<file path="src/rtl/booth_pkg.sv">
// rtl/booth_pkg.sv - shared widths and FSM state encoding for the booth_mult8 controller
package booth_pkg;

    localparam int OP_W        = 8;
    localparam int PROD_W      = 16;
    localparam int SIGN_MODE_W = 2;

    typedef enum logic [1:0] {
        IDLE  = 2'd0,
        ISSUE = 2'd1,
        WAIT  = 2'd2,
        HOLD  = 2'd3
    } ctrl_state_t;

endpackage

</file>
<file path="src/rtl/booth_ctrl_fifo.sv">
// rtl/booth_ctrl_fifo.sv - request buffer with full/empty flags and head output
//
// Ports:
//   clk, rst_n       clock, asynchronous active-low reset
//   push, wdata      write request (ignored when full, even if popping)
//   pop              remove head entry (ignored when empty)
//   rdata            current head entry
//   full, empty      occupancy flags
module booth_ctrl_fifo #(
    parameter int DEPTH = 2,
    parameter int W     = 22
) (
    input  logic         clk,
    input  logic         rst_n,
    input  logic         push,
    input  logic [W-1:0] wdata,
    input  logic         pop,
    output logic [W-1:0] rdata,
    output logic         full,
    output logic         empty
);

    localparam int AW = $clog2(DEPTH);

    logic [W-1:0]  mem [DEPTH];
    logic [AW-1:0] wr_ptr;
    logic [AW-1:0] rd_ptr;
    logic [AW:0]   count;
    logic          do_push;
    logic          do_pop;

    assign full    = (count == (AW+1)'(DEPTH));
    assign empty   = (count == '0);
    assign do_push = push && !full;
    assign do_pop  = pop && !empty;
    assign rdata   = mem[rd_ptr];

    // DEPTH is a power of two, so pointer overflow is the modulo wrap.
    always_ff @(posedge clk or negedge rst_n) begin
        if (!rst_n) begin
            wr_ptr <= '0;
            rd_ptr <= '0;
            count  <= '0;
        end else begin
            if (do_push) wr_ptr <= wr_ptr + 1'b1;
            if (do_pop)  rd_ptr <= rd_ptr + 1'b1;
            case ({do_push, do_pop})
                2'b10:   count <= count + 1'b1;
                2'b01:   count <= count - 1'b1;
                default: count <= count;
            endcase
        end
    end

    // Storage needs no reset: entries are only read once counted valid.
    always_ff @(posedge clk) begin
        if (do_push) mem[wr_ptr] <= wdata;
    end

endmodule

</file>
<file path="src/rtl/booth_mult8_ctrl.sv">
// rtl/booth_mult8_ctrl.sv - issue/retire controller in front of the booth_mult8 core
//
// Optional feature macro: BOOTH_CTRL_TIMEOUT_EN (WAIT watchdog, out_err reporting).
//
// Ports:
//   clk, rst_n                     clock, asynchronous active-low reset
//   in_valid/in_ready              request stream handshake
//   in_a, in_b, in_sign_mode       operands and sign mode ([1]=a signed, [0]=b signed)
//   in_tag                         opaque request tag
//   mul_start                      one-cycle start pulse to the core
//   mul_a, mul_b, mul_sign_mode    operands to the core
//   mul_product, mul_done          core result and completion pulse
//   out_valid/out_ready            result stream handshake
//   out_product, out_tag, out_err  registered result, its tag, watchdog flag
module booth_mult8_ctrl
    import booth_pkg::*;
#(
    parameter int FIFO_DEPTH  = 2,
    parameter int TAG_W       = 4,
    parameter int TIMEOUT_CYC = 16
) (
    input  logic                   clk,
    input  logic                   rst_n,
    input  logic                   in_valid,
    output logic                   in_ready,
    input  logic [OP_W-1:0]        in_a,
    input  logic [OP_W-1:0]        in_b,
    input  logic [SIGN_MODE_W-1:0] in_sign_mode,
    input  logic [TAG_W-1:0]       in_tag,
    output logic                   mul_start,
    output logic [OP_W-1:0]        mul_a,
    output logic [OP_W-1:0]        mul_b,
    output logic [SIGN_MODE_W-1:0] mul_sign_mode,
    input  logic [PROD_W-1:0]      mul_product,
    input  logic                   mul_done,
    output logic                   out_valid,
    input  logic                   out_ready,
    output logic [PROD_W-1:0]      out_product,
    output logic [TAG_W-1:0]       out_tag,
    output logic                   out_err
);

    localparam int WORD_W = SIGN_MODE_W + 2*OP_W + TAG_W;

    ctrl_state_t state, state_nxt;

    logic [WORD_W-1:0]      fifo_rdata;
    logic                   fifo_full;
    logic                   fifo_empty;
    logic                   fifo_pop;
    logic [SIGN_MODE_W-1:0] head_mode;
    logic [OP_W-1:0]        head_a;
    logic [OP_W-1:0]        head_b;
    logic [TAG_W-1:0]       head_tag;

    // Operands as last issued; the core ignores them outside ISSUE.
    logic [OP_W-1:0]        mul_a_q;
    logic [OP_W-1:0]        mul_b_q;
    logic [SIGN_MODE_W-1:0] mul_mode_q;

    logic                   expire;

    assign in_ready = !fifo_full;
    assign {head_mode, head_a, head_b, head_tag} = fifo_rdata;

    booth_ctrl_fifo #(
        .DEPTH (FIFO_DEPTH),
        .W     (WORD_W)
    ) u_fifo (
        .clk   (clk),
        .rst_n (rst_n),
        .push  (in_valid),
        .wdata ({in_sign_mode, in_a, in_b, in_tag}),
        .pop   (fifo_pop),
        .rdata (fifo_rdata),
        .full  (fifo_full),
        .empty (fifo_empty)
    );

`ifdef BOOTH_CTRL_TIMEOUT_EN
    localparam int TO_W = $clog2(TIMEOUT_CYC + 1);

    logic [TO_W-1:0] to_cnt;
    logic            err_q;

    // Fires on the TIMEOUT_CYC-th WAIT cycle; a coincident done wins.
    assign expire  = (state == WAIT) && !mul_done && (to_cnt == TO_W'(TIMEOUT_CYC - 1));
    assign out_err = err_q;

    always_ff @(posedge clk or negedge rst_n) begin
        if (!rst_n) begin
            to_cnt <= '0;
        end else if (state == ISSUE) begin
            to_cnt <= '0;
        end else if (state == WAIT) begin
            to_cnt <= to_cnt + 1'b1;
        end
    end

    always_ff @(posedge clk or negedge rst_n) begin
        if (!rst_n) begin
            err_q <= 1'b0;
        end else if (state == WAIT && mul_done) begin
            err_q <= 1'b0;
        end else if (expire) begin
            err_q <= 1'b1;
        end
    end
`else
    assign expire  = 1'b0;
    assign out_err = 1'b0;
`endif

    // State register
    always_ff @(posedge clk or negedge rst_n) begin
        if (!rst_n) state <= IDLE;
        else        state <= state_nxt;
    end

    // Next-state logic
    always_comb begin
        state_nxt = state;
        case (state)
            IDLE:  if (!fifo_empty) state_nxt = ISSUE;
            ISSUE: state_nxt = WAIT;
            WAIT:  if (mul_done || expire) state_nxt = HOLD;
            HOLD:  if (out_ready) state_nxt = fifo_empty ? IDLE : ISSUE;
            default: state_nxt = IDLE;
        endcase
    end

    // Output logic
    always_comb begin
        mul_start     = 1'b0;
        fifo_pop      = 1'b0;
        out_valid     = 1'b0;
        mul_a         = mul_a_q;
        mul_b         = mul_b_q;
        mul_sign_mode = mul_mode_q;
        case (state)
            ISSUE: begin
                mul_start     = 1'b1;
                fifo_pop      = 1'b1;
                mul_a         = head_a;
                mul_b         = head_b;
                mul_sign_mode = head_mode;
            end
            HOLD:    out_valid = 1'b1;
            default: ;
        endcase
    end

    // Result and issued-operand registers
    always_ff @(posedge clk or negedge rst_n) begin
        if (!rst_n) begin
            mul_a_q     <= '0;
            mul_b_q     <= '0;
            mul_mode_q  <= '0;
            out_tag     <= '0;
            out_product <= '0;
        end else begin
            if (state == ISSUE) begin
                mul_a_q    <= head_a;
                mul_b_q    <= head_b;
                mul_mode_q <= head_mode;
                out_tag    <= head_tag;
            end
            if (state == WAIT && mul_done) begin
                out_product <= mul_product;
            end else if (expire) begin
                out_product <= '0;
            end
        end
    end

endmodule
</file>
<file path="config.mk">
export PLATFORM = sky130hd
export DESIGN_NAME = booth_mult8_ctrl
export DESIGN_NICKNAME = d
export VERILOG_FILES = /design/src/rtl/booth_pkg.sv /design/src/rtl/booth_ctrl_fifo.sv /design/src/rtl/booth_mult8_ctrl.sv
export SDC_FILE = /design/constraint.sdc
export NUM_CORES = 1
export LEC_CHECK = 0
export CAP_MARGIN = 20
export CORE_ASPECT_RATIO = 1.75
export CORE_MARGIN = 2
export CORE_UTILIZATION = 50
export CTS_CLUSTER_SIZE = 28
export DETAILED_ROUTE_END_ITERATION = 8
export DONT_BUFFER_PORTS = 1
export PLACE_DENSITY = 0.76
export SLEW_MARGIN = 30
export SYNTH_ARGS = -nofsm -noshare
export SYNTH_HDL_FRONTEND = slang
export SYNTH_SLANG_ARGS = --single-unit
</file>
<file path="constraint.sdc">
create_clock -name clk -period 2.5 [get_ports clk]
set_clock_uncertainty 0.1 [all_clocks]
set_input_delay 0.375 -clock clk [delete_from_list [all_inputs] [get_ports clk]]
set_output_delay 0.375 -clock clk [all_outputs]
set_load 0.1 [all_outputs]
</file>
==> flow_summary.yaml <==
clock_network:
  path_clk_slew_ns: 0.06
  ctsResizeCount: 0
  cts_tree: "built"
  cts_buffer_depth: 2
  cts_sinks: 88
  insertion_delay_ns: 0.32
  cts-root-buf: "clkbuf_16"
  cts_made_buffers: 9
  h-tree-depth: 3
routing:
  drcViolationCount: 0
  wirelength_um: 5700
  post_drt_wl_per_cell_um: 17.4
  drt_iter0_markers: 91
  firstDrtPassIters: 3
  via_count: 1709
  routed_via_density: 5.21
  postRouteAntennaNets: 0
timing:
  worst_slew_pin_slew_ns: 0.926
  finalSetupViolCount: 0
  relSlewSlack_pct: 38.3
  grt_setup_unrepaired: "no"
  slew_viol_final: 0
  fin_ws_ns: 0.219
  fin_crit_ns: 2.28
  hold_violations: 0
  timing.final.crit_share_pct: 91.2
  clock.fmax_mhz: 438
worst_hold_path:
  hold_class: "in -> reg"
place:
  post-dp-hpwl_um: 4030
  dp_slack_ns: 0.385
  routabilityCongestion: 0.719
  port_buffers: 0
outcome:
  status: "finished, final reports clean"
synth:
  ys_top_cells_by_count: "44 x dfrtp_1, 44 x edfxtp_1, 25 x nor2_1"
  ys_ff_latch: 88
  syn_area_per_cell_um2: 15.7
  synth_top_area_share_pct: 39.9
  netlist_area_um2: 3310
  yosysTopAreaCell: "edfxtp_1"
  ys_async_sr_fraction_pct: 50.0
  ys_seq_area_share_pct: 73.1
  synth-edff-count: 44
  ys.flop_type: "edfxtp_1"
  syn_inst: 211
  synth.net_count: 260
  yosysWarnings: 0
  synth_top_cells_by_area: "edfxtp_1 40%, dfrtp_1 33%, mux2i_1 6.6%"
  synth_cell_types: 25
worst_setup_path:
  critical_path_class: "reg -> out"
  path_max_fanout: 18
  start_kind: "flip-flop"
  critPathCaptureType: "output port"
  required_ns: 2.03
  arrival_ns: 1.81
cells_and_area:
  layout-drive-gt1-share_pct: 33.3
  n_antenna_cell: 0
  fillers: 472
  layout.nets: 291
  final_util_pct: 65.0
  syn2layout_area_growth_pct: 27.4
die:
  die_h_um: 112
  core_um2: 6490
  initial_core_util_pct: 51.1
  die_w_um: 65.5
  io_pins: 85
  std_cell_rows: 39
  die_area_um2: 7320
grt:
  antenna_found_initial: 0
  grt_pass1_wl_um: 9240
  grt_start_max_net_pins: 45
  gr-usage-all-layers_pct: 17.5
  grt-ovfl-total: 0
  first_global_vias: 1850
run:
  cap_violations: 0
cells by family after synthesis:
family,share of synthesized area [%]
adders and majority gates,2.26
muxes,12.4
AOI/OAI and AO/OA,4.64
buffers and inverters,1.81
and+or+nand+nor,4.34
other,0.113
xor gates and xnor gates,1.32
DFF,73.1
state kept, by name, indices dropped and copies added (netlist names), 2 cells and up:
signal,cells
mul_b_q,8
u_fifo.mem,44
mul_mode_q,2
out_tag,4
u_fifo.count,2
mul_a_q,8
out_product,16
state,2
critical path, cell delays in order (launching register included):
cell,delay [ns]
dfrtp_1,0.42
inv_1,0.14
ha_4,0.22
buf_12,0.19
nor2_1,0.09
a21oi_4,0.11
buf_4,0.30
per-layer routing:
metal | global-route usage, % | vias to the layer above | wire length (um)
li1 | - | 808 | -
met1 | 18.8 | 844 | 2000
met2 | 29.4 | 47 | 3180
met3 | 6.87 | 10 | 399
met4 | 8.61 | 0 | 121
met5 | 0 | - | 0
cells in the final DEF, fill, tap and decap left out, types with 4 or more instances in the layout:
cell type / instances
dfrtp_1: 44
edfxtp_1: 44
nor2_1: 24
mux2i_1: 22
buf_4: 20
a21oi_4: 18
mux2_2: 16
clkbuf_16: 9
buf_12: 8
ha_1: 5
a21oi_1: 4
through the flow:
stage | instances | TNS, ns | hold slack [ns] | area, um^2
finish | 328 | 0 | 0.0455 | 4220
global route | 328 | 0 | 0.0262 | 4220
CTS | 327 | 0 | 0.0326 | 4200
detailed placement | 310 | 0 | -0.0198 | 3870
global placement | 310 | 0 | -0.0198 | 3870
floorplan | 211 | -0.368 | -0.0206 | 3540
worst paths after layout:
| path | from | end | slack (ns) | cells past startpoint |
|---|---|---|---|---|
| max | state[1] | mul_b[7] | 0.22 | 6 |
| min reg2reg | mul_a_q[1] | mul_a_q[1] | 0.42 | 2 |
| max reg2reg | state[1] | u_fifo.count[1] | 0.54 | 7 |
| max in group asynchronous | rst_n | mul_a_q[0] | 1.62 | 2 |
| min | in_b[7] | u_fifo.mem[0][11] | 0.05 | 0 |
| min in group asynchronous | rst_n | out_product[11] | 0.48 | 2 |
layout make-up:
cell class | instances | area [um^2] | area share (%)
Tap cell | 82 | 103 | 2.43
Multi-Input combinational cell | 111 | 1050 | 24.9
Clock buffer | 12 | 246 | 5.84
Timing Repair Buffer | 30 | 348 | 8.24
Sequential cell | 88 | 2420 | 57.4
Inverter | 2 | 7.51 | 0.178
Clock inverter | 3 | 42.5 | 1.01
repair_timing:
action / in CTS / in global routing
hold buffers: 2 / 0
setup endpoints to repair: 0 / 12
buffers inserted: 0 / 1
hold endpoints to repair: 44 / 0
Power is left out: the tool's default activity adds up to more than one toggle a clock period on the data nets, which glitch-free logic cannot reach.
